--- src/rtl/blit_pkg.sv ---
// Shared types and constants for the rectangle blitter.
// Latency: n/a (declarations only).
// Backpressure: n/a.
package blit_pkg;

  // Blitter control states
  typedef enum logic [1:0] {
    IDLE = 2'd0,
    RUN  = 2'd1,
    DONE = 2'd2
  } state_t;

  // Command modes
  localparam logic MODE_FILL  = 1'b0;
  localparam logic MODE_CLEAR = 1'b1;

  // Default VGA plot-path geometry and clear colour
  localparam int DEF_SCREEN_W = 160;
  localparam int DEF_SCREEN_H = 120;
  localparam int DEF_BG_COLOR = 0;

endpackage

--- src/rtl/rect_blitter_if.sv ---
// Command + pixel-stream bundle between a command source and the blitter.
// Latency: n/a (wires only).
// Backpressure: pause from the frame-buffer arbiter stalls the pixel stream.
interface rect_blitter_if #(
  parameter int X_W     = 8,
  parameter int Y_W     = 7,
  parameter int DIM_W   = 8,
  parameter int COLOR_W = 3
) ();

  logic               start;
  logic               mode;
  logic [X_W-1:0]     x_in;
  logic [Y_W-1:0]     y_in;
  logic [DIM_W-1:0]   width;
  logic [DIM_W-1:0]   height;
  logic [COLOR_W-1:0] c_in;
  logic               pause;
`ifdef RECT_BLITTER_OUTLINE_EN
  logic               outline;
`endif
  logic               busy;
  logic               plot;
  logic [X_W-1:0]     x_out;
  logic [Y_W-1:0]     y_out;
  logic [COLOR_W-1:0] c_out;
  logic               done;

  // Command source / frame-buffer side
  modport master (
    output start, mode, x_in, y_in, width, height, c_in, pause,
`ifdef RECT_BLITTER_OUTLINE_EN
    output outline,
`endif
    input  busy, plot, x_out, y_out, c_out, done
  );

  // Blitter side
  modport slave (
    input  start, mode, x_in, y_in, width, height, c_in, pause,
`ifdef RECT_BLITTER_OUTLINE_EN
    input  outline,
`endif
    output busy, plot, x_out, y_out, c_out, done
  );

endinterface

--- src/rtl/raster_counter.sv ---
// Row-major cx/cy pixel counter with wrap at w-1 / h-1 (optional border flag).
// Latency: counters update on the edge where en is high; flags are combinational.
// Backpressure: en low holds the position (caller drops en while stalled).
module raster_counter #(
  parameter int DIM_W = 8
) (
  input  logic             clk,
  input  logic             reset,
  input  logic             load,
  input  logic             en,
  input  logic [DIM_W-1:0] w,
  input  logic [DIM_W-1:0] h,
`ifdef RECT_BLITTER_OUTLINE_EN
  input  logic             right_edge,
  input  logic             bottom_edge,
  output logic             on_border,
`endif
  output logic             row_end,
  output logic             last_pixel
);

  logic [DIM_W-1:0] cx;
  logic [DIM_W-1:0] cy;
  logic [DIM_W-1:0] w_last;
  logic [DIM_W-1:0] h_last;

  assign w_last     = w - DIM_W'(1);
  assign h_last     = h - DIM_W'(1);
  assign row_end    = (cx == w_last);
  assign last_pixel = row_end && (cy == h_last);

`ifdef RECT_BLITTER_OUTLINE_EN
  // Right/bottom columns only count when they are real rectangle edges, not clip lines
  assign on_border = (cx == '0) || (cy == '0) ||
                     (row_end && right_edge) || ((cy == h_last) && bottom_edge);
`endif

  // Advance left-to-right, then wrap to the next row
  always_ff @(posedge clk or negedge reset) begin
    if (!reset) begin
      cx <= '0;
      cy <= '0;
    end else if (load) begin
      cx <= '0;
      cy <= '0;
    end else if (en) begin
      if (row_end) begin
        cx <= '0;
        cy <= cy + DIM_W'(1);
      end else begin
        cx <= cx + DIM_W'(1);
      end
    end
  end

endmodule

--- src/rtl/rect_blitter.sv ---
// Rectangle fill / screen clear rasteriser, one clipped pixel per cycle into the frame buffer.
// Latency: first plot one cycle after start is sampled, done one cycle after the last pixel.
// Backpressure: pause holds position and suppresses plot; start is ignored while busy.
// Optional: define RECT_BLITTER_OUTLINE_EN to add the outline (border-only) input.
module rect_blitter
  import blit_pkg::*;
#(
  parameter int X_W      = 8,
  parameter int Y_W      = 7,
  parameter int DIM_W    = 8,
  parameter int COLOR_W  = 3,
  parameter int SCREEN_W = DEF_SCREEN_W,
  parameter int SCREEN_H = DEF_SCREEN_H,
  parameter int BG_COLOR = DEF_BG_COLOR
) (
  input  logic          clk,
  input  logic          reset,
  rect_blitter_if.slave bus
);

  // One extra bit so SCREEN - origin and the min() never wrap
  localparam int CW = DIM_W + 1;

  state_t             state;
  logic               live;
  logic               done_q;
  logic [X_W-1:0]     x0;
  logic [X_W-1:0]     x_q;
  logic [Y_W-1:0]     y_q;
  logic [COLOR_W-1:0] c_q;
  logic [DIM_W-1:0]   w_q;
  logic [DIM_W-1:0]   h_q;
  logic               row_end;
  logic               last_pixel;

  logic [CW-1:0]      room_x;
  logic [CW-1:0]      room_y;
  logic [CW-1:0]      req_w;
  logic [CW-1:0]      req_h;
  logic [CW-1:0]      clip_w;
  logic [CW-1:0]      clip_h;
  logic [X_W-1:0]     org_x;
  logic [Y_W-1:0]     org_y;
  logic [DIM_W-1:0]   eff_w;
  logic [DIM_W-1:0]   eff_h;
  logic [COLOR_W-1:0] cmd_c;
  logic               degenerate;
  logic               accept;

`ifdef RECT_BLITTER_OUTLINE_EN
  logic               outline_q;
  logic               right_edge_q;
  logic               bottom_edge_q;
  logic               on_border;
`endif

  assign accept = (state == IDLE) && bus.start;

  // Command decode and clipping of the requested rectangle to the screen
  always_comb begin
    room_x = CW'(SCREEN_W) - CW'(bus.x_in);
    room_y = CW'(SCREEN_H) - CW'(bus.y_in);
    req_w  = CW'(bus.width);
    req_h  = CW'(bus.height);
    clip_w = (req_w < room_x) ? req_w : room_x;
    clip_h = (req_h < room_y) ? req_h : room_y;
    if (bus.mode == MODE_CLEAR) begin
      org_x      = '0;
      org_y      = '0;
      eff_w      = DIM_W'(SCREEN_W);
      eff_h      = DIM_W'(SCREEN_H);
      cmd_c      = COLOR_W'(BG_COLOR);
      degenerate = 1'b0;
    end else begin
      org_x      = bus.x_in;
      org_y      = bus.y_in;
      eff_w      = DIM_W'(clip_w);
      eff_h      = DIM_W'(clip_h);
      cmd_c      = bus.c_in;
      degenerate = (32'(bus.x_in) >= 32'(SCREEN_W)) ||
                   (32'(bus.y_in) >= 32'(SCREEN_H)) ||
                   (clip_w == '0) || (clip_h == '0);
    end
  end

  raster_counter #(
    .DIM_W (DIM_W)
  ) u_counter (
    .clk         (clk),
    .reset       (reset),
    .load        (accept),
    .en          ((state == RUN) && live && !last_pixel),
    .w           (w_q),
    .h           (h_q),
`ifdef RECT_BLITTER_OUTLINE_EN
    .right_edge  (right_edge_q),
    .bottom_edge (bottom_edge_q),
    .on_border   (on_border),
`endif
    .row_end     (row_end),
    .last_pixel  (last_pixel)
  );

  // Control FSM; live marks that the pixel on x_q/y_q is issued this cycle
  always_ff @(posedge clk or negedge reset) begin
    if (!reset) begin
      state  <= IDLE;
      live   <= 1'b0;
      done_q <= 1'b0;
      x0     <= '0;
      x_q    <= '0;
      y_q    <= '0;
      c_q    <= '0;
      w_q    <= '0;
      h_q    <= '0;
    end else begin
      case (state)
        IDLE: begin
          done_q <= 1'b0;
          live   <= 1'b0;
          if (bus.start) begin
            x0  <= org_x;
            w_q <= eff_w;
            h_q <= eff_h;
            if (degenerate) begin
              state  <= DONE;
              done_q <= 1'b1;
            end else begin
              state <= RUN;
              live  <= !bus.pause;
              x_q   <= org_x;
              y_q   <= org_y;
              c_q   <= cmd_c;
            end
          end
        end
        RUN: begin
          if (live && last_pixel) begin
            state  <= DONE;
            live   <= 1'b0;
            done_q <= 1'b1;
          end else begin
            live <= !bus.pause;
            if (live) begin
              if (row_end) begin
                x_q <= x0;
                y_q <= y_q + Y_W'(1);
              end else begin
                x_q <= x_q + X_W'(1);
              end
            end
          end
        end
        DONE: begin
          done_q <= 1'b0;
          state  <= IDLE;
        end
        default: begin
          state  <= IDLE;
          live   <= 1'b0;
          done_q <= 1'b0;
        end
      endcase
    end
  end

`ifdef RECT_BLITTER_OUTLINE_EN
  // Outline flag and which far edges are genuine (unclipped) borders
  always_ff @(posedge clk or negedge reset) begin
    if (!reset) begin
      outline_q     <= 1'b0;
      right_edge_q  <= 1'b0;
      bottom_edge_q <= 1'b0;
    end else if (accept) begin
      outline_q     <= (bus.mode == MODE_FILL) && bus.outline;
      right_edge_q  <= !((bus.mode == MODE_FILL) && (req_w > room_x));
      bottom_edge_q <= !((bus.mode == MODE_FILL) && (req_h > room_y));
    end
  end

  assign bus.plot = live && (!outline_q || on_border);
`else
  assign bus.plot = live;
`endif

  assign bus.busy  = (state != IDLE);
  assign bus.done  = done_q;
  assign bus.x_out = x_q;
  assign bus.y_out = y_q;
  assign bus.c_out = c_q;

endmodule

--- src/flat_wrapper.sv ---
// flat-port wrapper written by rule: the top's interface ports become plain ports
module rect_blitter_flat import blit_pkg::*;
#(
  parameter int X_W      = 8,
  parameter int Y_W      = 7,
  parameter int DIM_W    = 8,
  parameter int COLOR_W  = 3,
  parameter int SCREEN_W = DEF_SCREEN_W,
  parameter int SCREEN_H = DEF_SCREEN_H,
  parameter int BG_COLOR = DEF_BG_COLOR
)
  (clk, reset, bus_start, bus_mode, bus_x_in, bus_y_in, bus_width, bus_height, bus_c_in, bus_pause, bus_busy, bus_plot, bus_x_out, bus_y_out, bus_c_out, bus_done);
  rect_blitter_if #(.X_W(X_W), .Y_W(Y_W), .DIM_W(DIM_W), .COLOR_W(COLOR_W)) bus_i ();
  input  logic clk;
  input  logic reset;
  input wire logic [$bits(bus_i.start)-1:0] bus_start;
  input wire logic [$bits(bus_i.mode)-1:0] bus_mode;
  input wire logic [$bits(bus_i.x_in)-1:0] bus_x_in;
  input wire logic [$bits(bus_i.y_in)-1:0] bus_y_in;
  input wire logic [$bits(bus_i.width)-1:0] bus_width;
  input wire logic [$bits(bus_i.height)-1:0] bus_height;
  input wire logic [$bits(bus_i.c_in)-1:0] bus_c_in;
  input wire logic [$bits(bus_i.pause)-1:0] bus_pause;
  output wire logic [$bits(bus_i.busy)-1:0] bus_busy;
  output wire logic [$bits(bus_i.plot)-1:0] bus_plot;
  output wire logic [$bits(bus_i.x_out)-1:0] bus_x_out;
  output wire logic [$bits(bus_i.y_out)-1:0] bus_y_out;
  output wire logic [$bits(bus_i.c_out)-1:0] bus_c_out;
  output wire logic [$bits(bus_i.done)-1:0] bus_done;
  assign bus_i.start = bus_start;
  assign bus_i.mode = bus_mode;
  assign bus_i.x_in = bus_x_in;
  assign bus_i.y_in = bus_y_in;
  assign bus_i.width = bus_width;
  assign bus_i.height = bus_height;
  assign bus_i.c_in = bus_c_in;
  assign bus_i.pause = bus_pause;
  assign bus_busy = bus_i.busy;
  assign bus_plot = bus_i.plot;
  assign bus_x_out = bus_i.x_out;
  assign bus_y_out = bus_i.y_out;
  assign bus_c_out = bus_i.c_out;
  assign bus_done = bus_i.done;
  rect_blitter #(.X_W(X_W), .Y_W(Y_W), .DIM_W(DIM_W), .COLOR_W(COLOR_W), .SCREEN_W(SCREEN_W), .SCREEN_H(SCREEN_H), .BG_COLOR(BG_COLOR)) u_core (.clk(clk), .reset(reset), .bus(bus_i));
endmodule
--- config.mk ---
export PLATFORM = sky130hd
export DESIGN_NAME = rect_blitter_flat
export DESIGN_NICKNAME = d
export VERILOG_FILES = /design/src/rtl/blit_pkg.sv /design/src/rtl/rect_blitter_if.sv /design/src/rtl/raster_counter.sv /design/src/rtl/rect_blitter.sv /design/src/flat_wrapper.sv
export SDC_FILE = /design/constraint.sdc
export NUM_CORES = 1
export LEC_CHECK = 0
export CAP_MARGIN = 25
export CORE_MARGIN = 4
export CORE_UTILIZATION = 60
export DETAILED_ROUTE_END_ITERATION = 16
export PLACE_DENSITY_LB_ADDON = 0.05
export SYNTH_ARGS = -nofsm -noshare
export SYNTH_HDL_FRONTEND = slang
export SYNTH_SLANG_ARGS = --single-unit
--- constraint.sdc ---
create_clock -name clk -period 4.2 [get_ports clk]
set_input_delay 1.26 -clock clk [delete_from_list [all_inputs] [get_ports clk]]
set_output_delay 1.26 -clock clk [all_outputs]
set_load 0.01 [all_outputs]
Word level (Yosys, flattened, before mapping):

Cells that the tools add are included.

* logic and storage cells: 95
* bits in writable memories: 0
* bits of input ports: 39
* register bits: 62
* memories kept: 0
* bits in latches: 0
* ROM bits: 0
* output and inout port bits: 21

* shift-type cells: 0
* multiply operators: 0
* $add $sub $neg: 8
* multiplexer cells: 38
* equality and inequality tests: 10
* bitwise operators: 1
* order comparisons: 4
* reduce and logical (&&, ||, !) cells: 23
* divide/modulo/power cells: 0

Operators with widths (number)
* 8-bit 2-to-1 mux: 14
* 7-bit 2-to-1 mux: 6
* 8-bit by 1-bit adder with 8-bit output (second input constant): 3
* 9-bit zero test: 2
* 8-bit by 9-bit less-than comparator with 1-bit output: 2
* 9-bit 2-to-1 mux: 2
* 8-bit == test: 2
* 8-bit one-hot mux with 2 select lines: 1
* 8-bit by 1-bit subtractor with 8-bit output (second input constant): 2
* 7-bit one-hot mux with 2 select lines: 1
* 2-bit != test (second input constant): 5
* 8-bit by 8-bit subtractor with 9-bit output (first input constant): 1
* 8-bit >= comparator (second input constant): 1
* 2-bit nonzero test: 4
* 7-bit by 7-bit subtractor with 8-bit output (first input constant): 1
* 7-bit by 1-bit adder with 7-bit output (second input constant): 1
* 7-bit >= comparator (second input constant): 1
* 1-bit 2-to-1 mux: 7
* 2-bit 2-to-1 mux: 3
* 2-bit AND reduction: 3
* 6-bit AND reduction: 1
* 1-bit logical AND: 5
* 5-bit AND reduction: 1
* 2-bit one-hot mux with 2 select lines: 1
* 11 further kinds: 14

Logic depth before layout (Yosys ltp):

* word-level depth: 10
* mapped depth: 14
* mapped depth without buffers: 13

By module:

Synthesis repeated with hierarchy kept, for this count alone.

* cells, all modules: 531
* area, all modules: 4536.9 sq um

Modules (own cells, without submodules)
* rect_blitter: area each 3233.1 sq um, cells an instance 372, sequential area each 1151.1 sq um, instances 1
* raster_counter: area each 1303.8 sq um, cells an instance 159, sequential area each 400.4 sq um, instances 1

Worst setup path before layout:

No wires, ideal clock.

* path kind: input-to-reg
* start point: input bus_x_in[0]
* end point: register u_core.x_q[1], in the netlist u_core.bus.x_out[1]
* data arrival time: 4.321 ns
* library setup time: 0.125 ns
* setup slack: -0.246 ns
* stages on the path: 14
* data required time: 4.075 ns
* path buffers: 1
* cell sequence: inv_1 ha_1 or4b_4 nand2_2 xor2_2 ha_1 nand3_1 a211oi_1 o32a_1 mux2_2 a311o_1 and2_4 buf_6 mux2_4

* longest elaborated chain between the ends: 9
* elaborated cells between the ends (all ways): 11
* those cells by class: add/sub: 1; order compare: 2; eq/ne: 1; mux: 2; reduce/logical: 5

RTL lines
* start, declared: line flat_wrapper.sv:18 `input wire logic [$bits(bus_i.x_in)-1:0] bus_x_in;`
* 8-bit by 8-bit subtractor with 9-bit output: line rect_blitter.sv:61 `room_x = CW'(SCREEN_W) - CW'(bus.x_in);`
* 8-bit by 9-bit less-than comparator with 1-bit output: line rect_blitter.sv:65 `clip_w = (req_w < room_x) ? req_w : room_x;`
* 9-bit 2-to-1 mux: line rect_blitter.sv:65
* 9-bit zero test: line rect_blitter.sv:82 `(clip_w == '0) || (clip_h == '0);`
* 1-bit logical OR (*): line rect_blitter.sv:81 `(32'(bus.y_in) >= 32'(SCREEN_H)) ||`
* 1-bit logical OR (*): line rect_blitter.sv:82
* 1-bit 2-to-1 mux (*): line rect_blitter.sv:67 `if (bus.mode == MODE_CLEAR) begin`
* 2-bit != test (no line) (*)
* 5-bit AND reduction (no line) (*)
* end signal, assigned: line rect_blitter.sv:131 `x_q <= org_x;`
* end signal, assigned: line rect_blitter.sv:149 `x_q <= x_q + X_W'(1);`
* end, declared: line rect_blitter.sv:28 `logic [X_W-1:0] x_q;`

Mark *: on every way between the ends. The rest lies on a longest branch, timed or not.
A chain may end at the register's enable or synchronous reset.

Final worst setup path:

* start point: input bus_x_in[1]
* end point: register u_core.y_q[0], in the netlist u_core.bus.y_out[0]

* longest elaborated chain between the ends: 9
* elaborated cells between the ends (all ways): 11
* those cells by class: add/sub: 1; order compare: 2; eq/ne: 1; mux: 2; reduce/logical: 5

RTL lines
* 8-bit by 8-bit subtractor with 9-bit output: line rect_blitter.sv:61
* 8-bit by 9-bit less-than comparator with 1-bit output: line rect_blitter.sv:65
* 9-bit 2-to-1 mux: line rect_blitter.sv:65
* 9-bit zero test: line rect_blitter.sv:82
* 1-bit logical OR (*): line rect_blitter.sv:81
* 1-bit logical OR (*): line rect_blitter.sv:82
* 1-bit 2-to-1 mux (*): line rect_blitter.sv:67
* 2-bit != test (no line) (*)
* 6-bit AND reduction (no line) (*)
* end signal, assigned: line rect_blitter.sv:132 `y_q <= org_y;`
* end signal, assigned: line rect_blitter.sv:147 `y_q <= y_q + Y_W'(1);`
* end, declared: line rect_blitter.sv:29 `logic [Y_W-1:0] y_q;`

Marked as above.

==> qor.yml <==
outcome:
  status: "completed"
final_layout:
  multi_input_area_um2: 2830
  final-seq-area_um2: 1550
  diodes: 0
  n_fill_cell: 468
  drive_gt1_share_pct: 17.9
  final_cell_mix: "buf_4 (65), dfrtp_1 (62), nand2_1 (54), nor2_1 (49), clkdlybuf4s50_1 (49)"
  final_common_cell: "buf_4"
  syn_to_final_growth_pct: 33.5
  fin_nets: 702
logic_synthesis:
  yosys.cell_types.count: 66
  ys_ff_latch: 62
  synth_cells: 530
  synth.area.top_cells: "dfrtp_1 (35%), ha_1 (5.9%), a21oi_1 (5.4%)"
  yosys_most_used_dff: "dfrtp_1"
  postSynth.asyncResetShare_pct: 100
  synth_area_um2: 4450
  ys_warn_count: 0
  synth_top_area_share_pct: 34.9
  synth-seq-area-share_pct: 34.9
  synth.net_count: 590
  synth.largest_area_cell: "dfrtp_1"
  synth_edf_count: 0
  synth.avg_cell_area_um2: 8.40
pwr:
  power_density_nw_per_um2: 372
  ir_drop_v: 0.000338
  total_power_mw: 2.21
  p_leak_nw: 2.68
drt:
  drtIter0Drc: 292
  drtPass1Iterations: 4
  vias: 4665
  viasPerCell: 6.25
  route.detailed.drc: 0
  routed_wl_um: 13500
  wl_per_cell_um: 18.1
  postRouteAntennaNets: 0
worst_setup_path:
  critPathRequiredTime_ps: 4420
  crit_arrival_ps: 4360
  criticalPathCategory: "in -> reg"
  r2r_slack_ps: 570
  cp_slowest_cell: "or4b_4"
  reg2regPathDepth: 10
  cp_num_buf_inv: 12
  cp_top_family: "buffers and inverters"
  r2r-end: "u_core.bus.x_out[1]"
  cp-start-kind: "input port"
  reg2reg_from: "u_core.w_q[0]"
  worst-path-max-fanout: 7
  crit_chain: "buf_2 > buf_6 > inv_12 > ha_4 > or4b_4 > nand2_4 > xor2_2 > buf_4 > buf_4 > buf_4 > buf_4 > buf_4 > buf_4 > buf_4 > buf_4 > nand4_1 > mux2_4 > a311o_1 > buf_4 > nand2_1 > o32a_1"
  worst_path_largest_cell_delay_ps: 480
  end_kind: "register"
  path_common_cell: "buf_4"
die:
  io_pins: 60
  initial_utilization_pct: 61.7
  dieArea_um2: 8860
  core_area_um2: 7210
  row_count: 31
  die_w_um: 94.1
  fp.dieH_um: 94.1
clocking:
  clk_latency_ps: 340
  clk_path_buf_depth: 2
  root_buffer: "clkbuf_8"
  cts_tree: "done"
  cts_buffers: 9
  path_clk_slew_ps: 80
  htree_levels: 3
  ctsHoldBuffers: 0
  cts.sink_count: 62
timing:
  tightest_slew_ps: 922
  final_hold_viol_count: 0
  final_max_slew_viol_count: 0
  tns_ps: 0
  rsz0062_at_grt: "false"
  maxSlewHeadroom_pct: 38.6
  fin_skew_ps: 12.2
  fin_crit_ps: 4130
  max_freq_ghz: 0.242
  fin_crit_sh_pct: 98.4
  setup_viol: 0
  fin_hold_ws_ps: 483
global_route:
  grt_usage_pct: 30.9
  antenna_found_initial: 0
  grt_overflow: 0
  grt_pass1_vias: 4649
  grt_max_degree: 42
  grt_pass1_wl_um: 21700
min_path:
  min-delay-start: "u_core.x0[6]"
  hold_path_class: "reg -> reg"
  holdPathStages: 2
  min_to: "u_core.x0[6]"
run:
  max_cap_viol_count: 0
placed_design:
  place_hpwl_um: 9420
  gp_congestion: 0.948
  port_buffers: 59
[power breakdown]
| part | internal [mW] | switching [mW] | total, mW |
|---|---|---|---|
| logic | 0.396 | 0.376 | 0.772 |
| clock network | 0.385 | 0.245 | 0.630 |
| registers | 0.675 | 0.135 | 0.810 |
| total | 1.46 | 0.756 | 2.21 |
[tightest hold or removal path: stages, from the launching register on]
cell	delay (ps)
dfrtp_1	350
nand2_1	40
o21ai_0	60
[flip-flops by register name, summed over array words and instances (netlist names)]
signal               cells
u_core.bus.c_out         3
u_core.bus.done          1
u_core.bus.plot          1
u_core.bus.x_out         8
u_core.bus.y_out         7
u_core.h_q               8
u_core.state             2
u_core.u_counter.cx      8
u_core.u_counter.cy      8
u_core.w_q               8
u_core.x0                8
[layout make-up]
cell class | instances | share of cell area [%]
clock buffer | 12 | 2.78
sequential | 62 | 26.1
multi-input combinational | 420 | 47.5
tap | 99 | 2.08
clock inverter | 4 | 1.28
inverter | 23 | 1.87
timing repair buffer | 126 | 18.3
[per-layer routing]
metal  GRT usage [%]  part of all wire (%)  wire [µm]
met4            12.5                   4.2        563
met1            37.8                    39       5330
met3            5.69                   6.0        816
met2            53.3                    50       6800
met5               0                     0          0
[kinds of logic (layout without fill, tap and decap cells)]
| logic type | Yosys count | in the layout | synth area share (%) |
|---|---|---|---|
| xor+xnor | 36 | 36 | 7.25 |
| compound gates | 143 | 143 | 20.7 |
| fa+ha+maj | 21 | 21 | 5.90 |
| mux | 21 | 21 | 4.92 |
| simple gates | 199 | 199 | 22.0 |
| buf+inv | 48 | 165 | 4.41 |
| flops | 62 | 62 | 34.9 |
[worst max-delay path by stage]
stage / start / endpoint / depth (start not counted)
floorplan: bus_x_in[1] / u_core.bus.x_out[1] / 14
global placement: bus_x_in[0] / u_core.bus.x_out[1] / 14
detailed placement: bus_x_in[0] / u_core.bus.x_out[1] / 14
CTS: bus_y_in[1] / u_core.bus.x_out[1] / 14
global route: bus_x_in[1] / u_core.bus.y_out[0] / 21
finish: bus_x_in[1] / u_core.bus.y_out[0] / 21
[metrics by stage]
stage	instance area (µm²)	std cells	setup WS, ps	util (%)
3_3_place_gp	5520	720	-532	76.5
2_1_floorplan	4490	530	-63.1	-
4_1_cts	5850	743	5.73	81.1
6_report	5940	746	66.2	82.4
3_5_place_dp	5520	720	-612	76.5
5_1_grt	5940	746	2.36	82.4
[repair_timing]
action                     4_1_cts  5_1_grt
buffers inserted                 7        3
gates resized for setup         20       18
setup endpoints to repair       19       15
pin swaps                        8       10
[synthesized netlist by cell type, types with 4 or more instances]
cell type and number:
xor2_1 12, nand2_1 55, and3_1 7, dfrtp_1 62
nand3_1 19, a31oi_1 16, nor4_1 7, mux2i_1 17
o21ai_0 26, buf_1 4, and2_1 7, nor2b_1 5
a21oi_1 48, o22ai_1 6, nand4_1 12, inv_1 23
a22o_1 5, xnor2_1 23, ha_1 21, nor2_1 49
nor3_1 15, clkbuf_1 18, a211oi_1 7, nand2b_1 4
Note: power is estimated with default switching activity, not from simulation.
